## config.mk

```make
export PLATFORM = sky130hd
export DESIGN_NAME = jimmy_port_capture
export DESIGN_NICKNAME = d
export VERILOG_FILES = /design/src/rtl/jimmy_port_capture.sv
export SDC_FILE = /design/constraint.sdc
export NUM_CORES = 1
export LEC_CHECK = 0
export CAP_MARGIN = 20
export CORE_MARGIN = 10
export CORE_UTILIZATION = 55
export DETAILED_ROUTE_END_ITERATION = 16
export PLACE_DENSITY_LB_ADDON = 0.2
export SLEW_MARGIN = 15
export SYNTH_ARGS = -nofsm -noshare
export SYNTH_HDL_FRONTEND = slang
export SYNTH_SLANG_ARGS = --single-unit
```

## constraint.sdc

```tcl
create_clock -name jimmy_clk -period 4.25 [get_ports jimmy_clk]
set_clock_uncertainty 0.2 [all_clocks]
set_input_delay 1.275 -clock jimmy_clk [delete_from_list [all_inputs] [get_ports jimmy_clk]]
set_output_delay 1.275 -clock jimmy_clk [all_outputs]
set_load 0.005 [all_outputs]
```

## src/rtl/jimmy_port_capture.sv

```systemverilog
`default_nettype none
// jimmy_port_capture: captures each channel's last strobed port value on the strobe falling edge into a
// shared show-ahead FIFO, with sticky overflow and an auto-incrementing stimulus port. Rev 1.0
module jimmy_port_capture #(
  parameter int DATA_W     = 8,
  parameter int NUM_CH     = 4,
  parameter int FIFO_DEPTH = 16,
  parameter int STIM_CH    = 1,
  parameter int STIM_INIT  = 0,
  parameter int INC_STEP   = 1,
  localparam int CH_W      = (NUM_CH > 1) ? $clog2(NUM_CH) : 1,
  localparam int AW        = $clog2(FIFO_DEPTH),
  localparam int CNT_W     = AW + 1,
  localparam int ENT_W     = CH_W + DATA_W
) (
  input  logic                     jimmy_clk,
  input  logic                     reset,
  input  logic [NUM_CH-1:0]        out_strobe,
  input  logic [NUM_CH*DATA_W-1:0] out_port,
  input  logic [NUM_CH-1:0]        ch_enable,
  output logic [DATA_W-1:0]        in_port,
  input  logic                     rd_en,
  output logic                     rd_valid,
  output logic [ENT_W-1:0]         rd_data,
  output logic [CNT_W-1:0]         fifo_count,
  output logic                     overflow,
  input  logic                     clr_overflow
);

  logic [NUM_CH-1:0] prev_q;
  logic [NUM_CH-1:0] pend_q, pend_d;
  logic [DATA_W-1:0] hold_q  [NUM_CH];
  logic [DATA_W-1:0] pdata_q [NUM_CH];
  logic [ENT_W-1:0]  mem_q   [FIFO_DEPTH];
  logic [AW-1:0]     wr_ptr_q, rd_ptr_q;
  logic [CNT_W-1:0]  count_q, count_d;
  logic [DATA_W-1:0] in_port_q, in_port_d;
  logic              ovf_q, ovf_d;

  logic [NUM_CH-1:0] fall, cap, retrig, gnt_oh;
  logic [CH_W-1:0]   gnt_ch;
  logic              push_req, full, pop, accept, drop;

  assign fall     = prev_q & ~out_strobe;
  assign cap      = fall & ch_enable;
  assign push_req = |pend_q;
  assign full     = (count_q == CNT_W'(FIFO_DEPTH));
  assign pop      = rd_en & (count_q != '0);
  // A pop in the same cycle frees the slot, so a full FIFO can still accept.
  assign accept   = push_req & (~full | pop);
  assign drop     = push_req & full & ~pop;

  always_comb begin
    gnt_ch = '0;
    gnt_oh = '0;
    for (int c = NUM_CH - 1; c >= 0; c--) begin
      if (pend_q[c]) gnt_ch = CH_W'(c);
    end
    if (push_req) gnt_oh[gnt_ch] = 1'b1;
  end

  // The channel being drained this cycle does not count as a lost re-trigger.
  assign retrig = cap & pend_q & ~gnt_oh;
  assign pend_d = (pend_q & ~gnt_oh) | cap;

  always_comb begin
    count_d = count_q;
    case ({accept, pop})
      2'b10:   count_d = count_q + 1'b1;
      2'b01:   count_d = count_q - 1'b1;
      default: count_d = count_q;
    endcase
    ovf_d = ovf_q;
    if (drop || (|retrig)) ovf_d = 1'b1;
    else if (clr_overflow) ovf_d = 1'b0;
    in_port_d = in_port_q;
    if (accept && (gnt_ch == CH_W'(STIM_CH))) in_port_d = in_port_q + DATA_W'(INC_STEP);
  end

  generate
    for (genvar c = 0; c < NUM_CH; c++) begin : g_ch
      always_ff @(posedge jimmy_clk or negedge reset) begin
        if (!reset) begin
          hold_q[c]  <= '0;
          pdata_q[c] <= '0;
        end else begin
          if (out_strobe[c]) hold_q[c] <= out_port[c*DATA_W +: DATA_W];
          if (cap[c])        pdata_q[c] <= hold_q[c];
        end
      end
    end
  endgenerate

  always_ff @(posedge jimmy_clk or negedge reset) begin
    if (!reset) begin
      prev_q    <= '0;
      pend_q    <= '0;
      wr_ptr_q  <= '0;
      rd_ptr_q  <= '0;
      count_q   <= '0;
      in_port_q <= DATA_W'(STIM_INIT);
      ovf_q     <= 1'b0;
    end else begin
      prev_q    <= out_strobe;
      pend_q    <= pend_d;
      count_q   <= count_d;
      in_port_q <= in_port_d;
      ovf_q     <= ovf_d;
      if (accept) wr_ptr_q <= wr_ptr_q + 1'b1;
      if (pop)    rd_ptr_q <= rd_ptr_q + 1'b1;
    end
  end

  // Storage needs no reset: the output is masked whenever the FIFO is empty.
  always_ff @(posedge jimmy_clk) begin
    if (accept) mem_q[wr_ptr_q] <= {gnt_ch, pdata_q[gnt_ch]};
  end

  assign rd_valid   = (count_q != '0);
  assign rd_data    = rd_valid ? mem_q[rd_ptr_q] : '0;
  assign fifo_count = count_q;
  assign in_port    = in_port_q;
  assign overflow   = ovf_q;

endmodule
`default_nettype wire

```

* Word level (Yosys, flattened, before mapping) *
Memory sizes are Yosys's and may differ from the RTL's.
Cells that the tools add are included.

word-level totals
  memories kept = 1
  register bits after elaboration = 94
  bits in writable memories = 160
  output and inout port bits = 25

operators by class
  mux-type cells = 16
  eq/ne operators = 4
  reduce and logical (&&, ||, !) cells = 8
  add/subtract/negate cells = 5
  bitwise gates (word level) = 16
  magnitude comparators = 3

memory list
  memory  words  width  read ports  clocked after Yosys merged registers in  wr ports  line  text
  mem_q   16     10     1           0                                        1         34    logic [ENT_W-1:0] mem_q [FIFO_DEPTH];

operators by type and width
  operator             count
  $and 4x4->4          5
  $bmux 8 s2           1
  $mux 8               2
  $mux 10              1
  $pmux 5 s2           1
  $add 4x1->4 const B  2
  $add 8x1->8 const B  1
  $mux 2               4
  $not 4->4            2
  $reduce_or 4->1      2
  $add 5x1->5 const B  1
  $eq 5x5->1 const B   1
  $mux 1               5
  $reduce_bool 5->1    1
  $sub 5x1->5 const B  1
  $and 1x1->1          4
  $eq 2x1->1 const B   2
  $mux 4               1
  $or 4x4->4           1
  $reduce_bool 2->1    2
  $ge 3x3->1 const B   1
  $lt 2x3->1 const B   1
  $not 2->3            1
  $demux 1 s2          1
  other kinds (6)      8

* Depth between registers and ports, before layout *
  word-level depth = 14
  gate-level depth with buffers = 13
  gate-level depth less buffers = 11

* Least setup slack after synthesis *
Ideal clock, no wire load.

  path kind = input to register
  from = input port rd_en
  to = register count_q[4] (netlist: fifo_count[4])
  cell stages on the path = 12
  arrival = 2952 ps
  path slack = 970 ps
  cell sequence = nor2b_1 > a2bb2oi_1 > buf_2 > inv_1 > ha_1 > buf_2 > xor2_1 > ha_1 > and3b_1 > o21ai_0 > a21oi_1 > xor2_1

on the way
  word-level cells in the longest chain between the ends = 5
  elaborated cells between the ends (all ways) = 7
  classes of those cells = 2 x eq/ne; 1 x mux; 3 x bitwise; 1 x reduce/logical

RTL lines
  what                                             line  text
  from (decl)                                      22    input logic rd_en,
  $and 1x1->1 (*)                                  48    assign pop = rd_en & (count_q != '0);
  $or 1x1->1                                       50    assign accept = push_req & (~full | pop);
  $and 1x1->1                                      50
  $eq 2x1->1 or $eq 2x2->1 (tied branches)         68    case ({accept, pop})
  $pmux 5 s2 or $reduce_bool 2->1 (tied branches)  --
  to (signal assigned)                             106   count_q <= count_d;
  to (decl)                                        36    logic [CNT_W-1:0] count_q, count_d;

Mark *: on every way between the ends. The rest lies on a longest branch, timed or not.
A chain may end at the register's enable or synchronous reset.

* Worst setup path after layout *
  from = register rd_ptr_q[2]
  to = output port rd_data[1]

on the way
  word-level cells in the longest chain between the ends = 2

RTL lines
  what                    line  text
  from (decl)             35    logic [AW-1:0] wr_ptr_q, rd_ptr_q;
  from (signal assigned)  110   if (pop) rd_ptr_q <= rd_ptr_q + 1'b1;
  $mem_v2 16x10           --
  $mux 10                 120   assign rd_data = rd_valid ? mem_q[rd_ptr_q] : '0;
  to (decl)               24    output logic [ENT_W-1:0] rd_data,

No other way between the ends.

==> results.txt <==
----------------------------------------------------
[Drt]
  DR WL met2 ... 10900 um
  Routed length on met3 ... 1510 um
  Number of search-and-repair iterations in the first detailed-routing pass ... 5
  Total wire length after detailed routing ... between 20000 and 25000 um
  Number of routed nets with antenna violations ... 0
  Metal-1 WL ... 8590 um
  Via count normalized by instance count ... 5.83
  Residual DRC ... 0
  Top routing layer used ... met4
  Via count ... 5683
  Count of routing violations after the opening detailed-route iteration ... 520
  Routed WL per cell ... between 20 and 25 um

[Critical path]
  Largest fanout on the critical path ... 23
  Critical Path End Type ... output pin
  CP endpoint ... rd_data[1]
  Worst R2R Setup Slack ... 1.23 ns
  Worst Setup Start Kind ... flip-flop
  End of the worst register-to-register path ... fifo_count[2]
  Critical Path Source ... rd_ptr_q[2]
  Critical path, cell by cell ... buf_12 > mux4_1 > mux2i_1 > o22ai_1 > clkdlybuf4s50_1
  Number of cells on the critical path ... 5
  Length in cells of the worst reg-to-reg path ... 11
  Arrival time at the worst endpoint ... 2.65 ns
  Crit path buffers/inverters ... 2
  Data required time of the worst path ... 2.77 ns
  Cell family contributing the most delay on the critical path ... multiplexers
  Standard cell with the maximum stage delay on the critical path ... mux4_1
  CP Class ... flip-flop to output pin
  Startpoint of the worst-slack reg-to-reg timing path ... fifo_count[2]
  Max stage delay on crit path ... just under 0.6 ns

[Clock network]
  H-tree Lvls ... 1
  TritonCTS clock tree ... built
  Clock latency at the later pin of the worst-skew pair ... approximately 0.52 ns
  Clock transition at the register clock pins on the worst setup and hold paths after CTS ... 0.06 ns
  CTS Hold Buffers Added ... 0
  Root buffer cell ... clkbuf_16
  Total clock buffers created by CTS ... 26
  Number of clock sinks seen by CTS ... ~250
  Setup fix buffers added after clock tree synthesis ... 0
  CTS max path bufs ... 3

[Final layout]
  Post-synthesis to final-layout area growth ... 17.8%
  Layout cell share with drive strength beyond 1 ... 0.196
  Area of combinational cells with multiple inputs ... 3160 um2
  Commonest non-fill, non-tap cells in the layout ... edfxtp_1 (160), dfrtp_1 (93), clkdlybuf4s50_1 (67)
  Number of diodes ... 0
  Area taken by flip-flops and latches ... between 7000 and 8000 um2
  Number of inserted filler cells in the final layout ... approximately 1300
  Most common cell after layout, fill and taps aside ... edfxtp_1
  Count of nets after finishing ... about 750

[Synth]
  Flip-flop and latch count after synthesis ... 254
  Syn_area_per_cell ... 17.2 um2
  Syn Nets ... roughly 670
  Post-synthesis sequential area ratio ... 0.676
  Synth top area share ... 0.454
  Yosys cell types ... 46
  Synthesized area ... 10600 um2
  Syn Inst Count ... 614
  Number of synthesis warnings ... 0
  Leading area contributor after synthesis ... edfxtp_1
  Synth area leaders ... edfxtp_1 (45%), dfrtp_1 (22%), mux4_1 (6.5%), mux2_2 (6.2%), mux4_2 (2.6%)

[Die]
  Core area ... approximately 19000 um2
  Area of the die ... 25200 um2
  Effective utilization at floorplan ... 0.562
  Number of rows created at floorplan ... 50
  Die height ... 159 um
  Die outline width ... 159 um
  IO Pins ... 69

[Pwr]
  Static Leakage ... 4.71 nW
  Maximum vdd drop ... 344 uV
  Cell area power density ... 630 nW/um2

[STA]
  Maximum clock rate ... approximately 240 MHz
  Period utilisation layout ... 0.970
  Total negative slack for setup checks ... 0 ns
  Max Slew Vio Count ... 0
  Setup slack after layout ... 0.127 ns
  Max-slew headroom at the worst pin ... 0.310
  Setup repair after global routing missed its margin ... false
  Time the worst path needs with I/O delays and setup ... 4.12 ns
  Number of endpoints failing setup at the final stage ... 0
  Worst-margin pin slew ... 1.03 ns
  Hold violation total from the final report ... 0

[Flow run]
  Number of violations of the max-capacitance limit ... 0

[Outcome]
  Result of the run ... finished, final reports clean

[Worst hold path]
  Critical hold path startpoint ... in_port[7]
  Path class of the lowest-slack min-delay path ... flip-flop to flip-flop

[Global routing]
  GRT Util Overall ... 0.169
  Antenna violations before repair ... 0
  Overall overflow remaining after global route ... 0
  First-pass GRT wire length ... 34100 um
  Vias in the first global route ... 6114
  Maximum number of pins on one net before global-route repair ... 67

[Place]
  Post-Place Worst Slack ... between 0.3 and 0.4 ns
  Number of input and output port buffers inserted ... 68
  DP HPWL ... 14300 um
  Routability-driven placement congestion ratio ... 0.788

----------------------------------------------------
## worst min-delay path by stage
stage / endpoint / slack [ns] / cells past startpoint
2_1_floorplan: pdata_q[24] / 0.25 / 2
3_3_place_gp: in_port[7] / 0.27 / 1
3_5_place_dp: in_port[7] / 0.27 / 1
4_1_cts: in_port[7] / 0.28 / 1
5_1_grt: in_port[7] / 0.29 / 1
6_report: in_port[7] / 0.28 / 1
## through the flow
stage | hold WS [ns] | instance area (um2) | std cells | util | power [W]
finish | 0.285 | 12500 | 975 | 0.662 | 0.00785
global route | 0.293 | 12500 | 975 | 0.662 | 0.00822
CTS | 0.280 | 12500 | 974 | 0.661 | 0.00793
detailed placement | 0.271 | 11600 | 926 | 0.614 | 0.00560
global placement | 0.267 | 11600 | 926 | 0.614 | 0.00551
floorplan | 0.246 | 10600 | 614 | - | 0.00472
## what timing repair did
action	4_1_cts	5_1_grt
endpoints found under the setup margin	4	4
gates resized for setup	2	2
cloned	0	0
## cells in the mapped netlist (all sizes together)
master,number
and3,17
clkbuf,8
nor3,4
mux4,38
o31ai,1
nand2,21
dfrtp,94
a21oi,5
xor2,7
nand3,1
a211o,1
a32oi,1
o211ai,1
nor2,6
and2,2
ha,9
clkinv,2
edfxtp,160
mux2,59
nor4,1
nand3b,5
a22oi,2
o22ai,26
a221oi,8
xnor2,13
mux2i,23
o221ai,1
nor2b,12
nand2b,6
o22a,8
inv,14
o21ai,13
nand4,6
a2bb2oi,9
or3,1
and3b,2
buf,27
## flip-flops by register name, indices dropped and copies added, names as in the netlist
signal      cells
mem_q         160
hold_q         32
pdata_q        32
in_port         8
fifo_count      5
pend_q          4
prev_q          4
rd_ptr_q        4
wr_ptr_q        4
overflow        1
## final cells by class
class,instances,area share
flip-flops and latches,254,0.574
clock inverters,11,0.00883
repair buffers,88,0.0701
inverters,16,0.00482
multi-input cells,309,0.253
well taps,260,0.0261
clock buffers,37,0.0625
## where the power goes
part | switching [W] | internal, W
logic | 0.00106 | 0.00114
clock network | 0.000901 | 0.00140
registers | 0.000269 | 0.00308
## metal layers
metal	up-vias	track usage
li1	2576	-
met3	39	0.0359
met1	2833	0.209
met4	0	0.0506
met2	235	0.291
met5	-	0
## cells by family after synthesis
group                      count (synthesis)  synth area share
buffers and inverters                     51            0.0264
DFF                                      254             0.676
muxes                                    120             0.175
xor gates and xnor gates                  20            0.0166
and+or+nand+nor                           84            0.0454
AOI/OAI and AO/OA                         76            0.0502
adders and majority gates                  9            0.0106
Power figures use the tool's default switching activity.
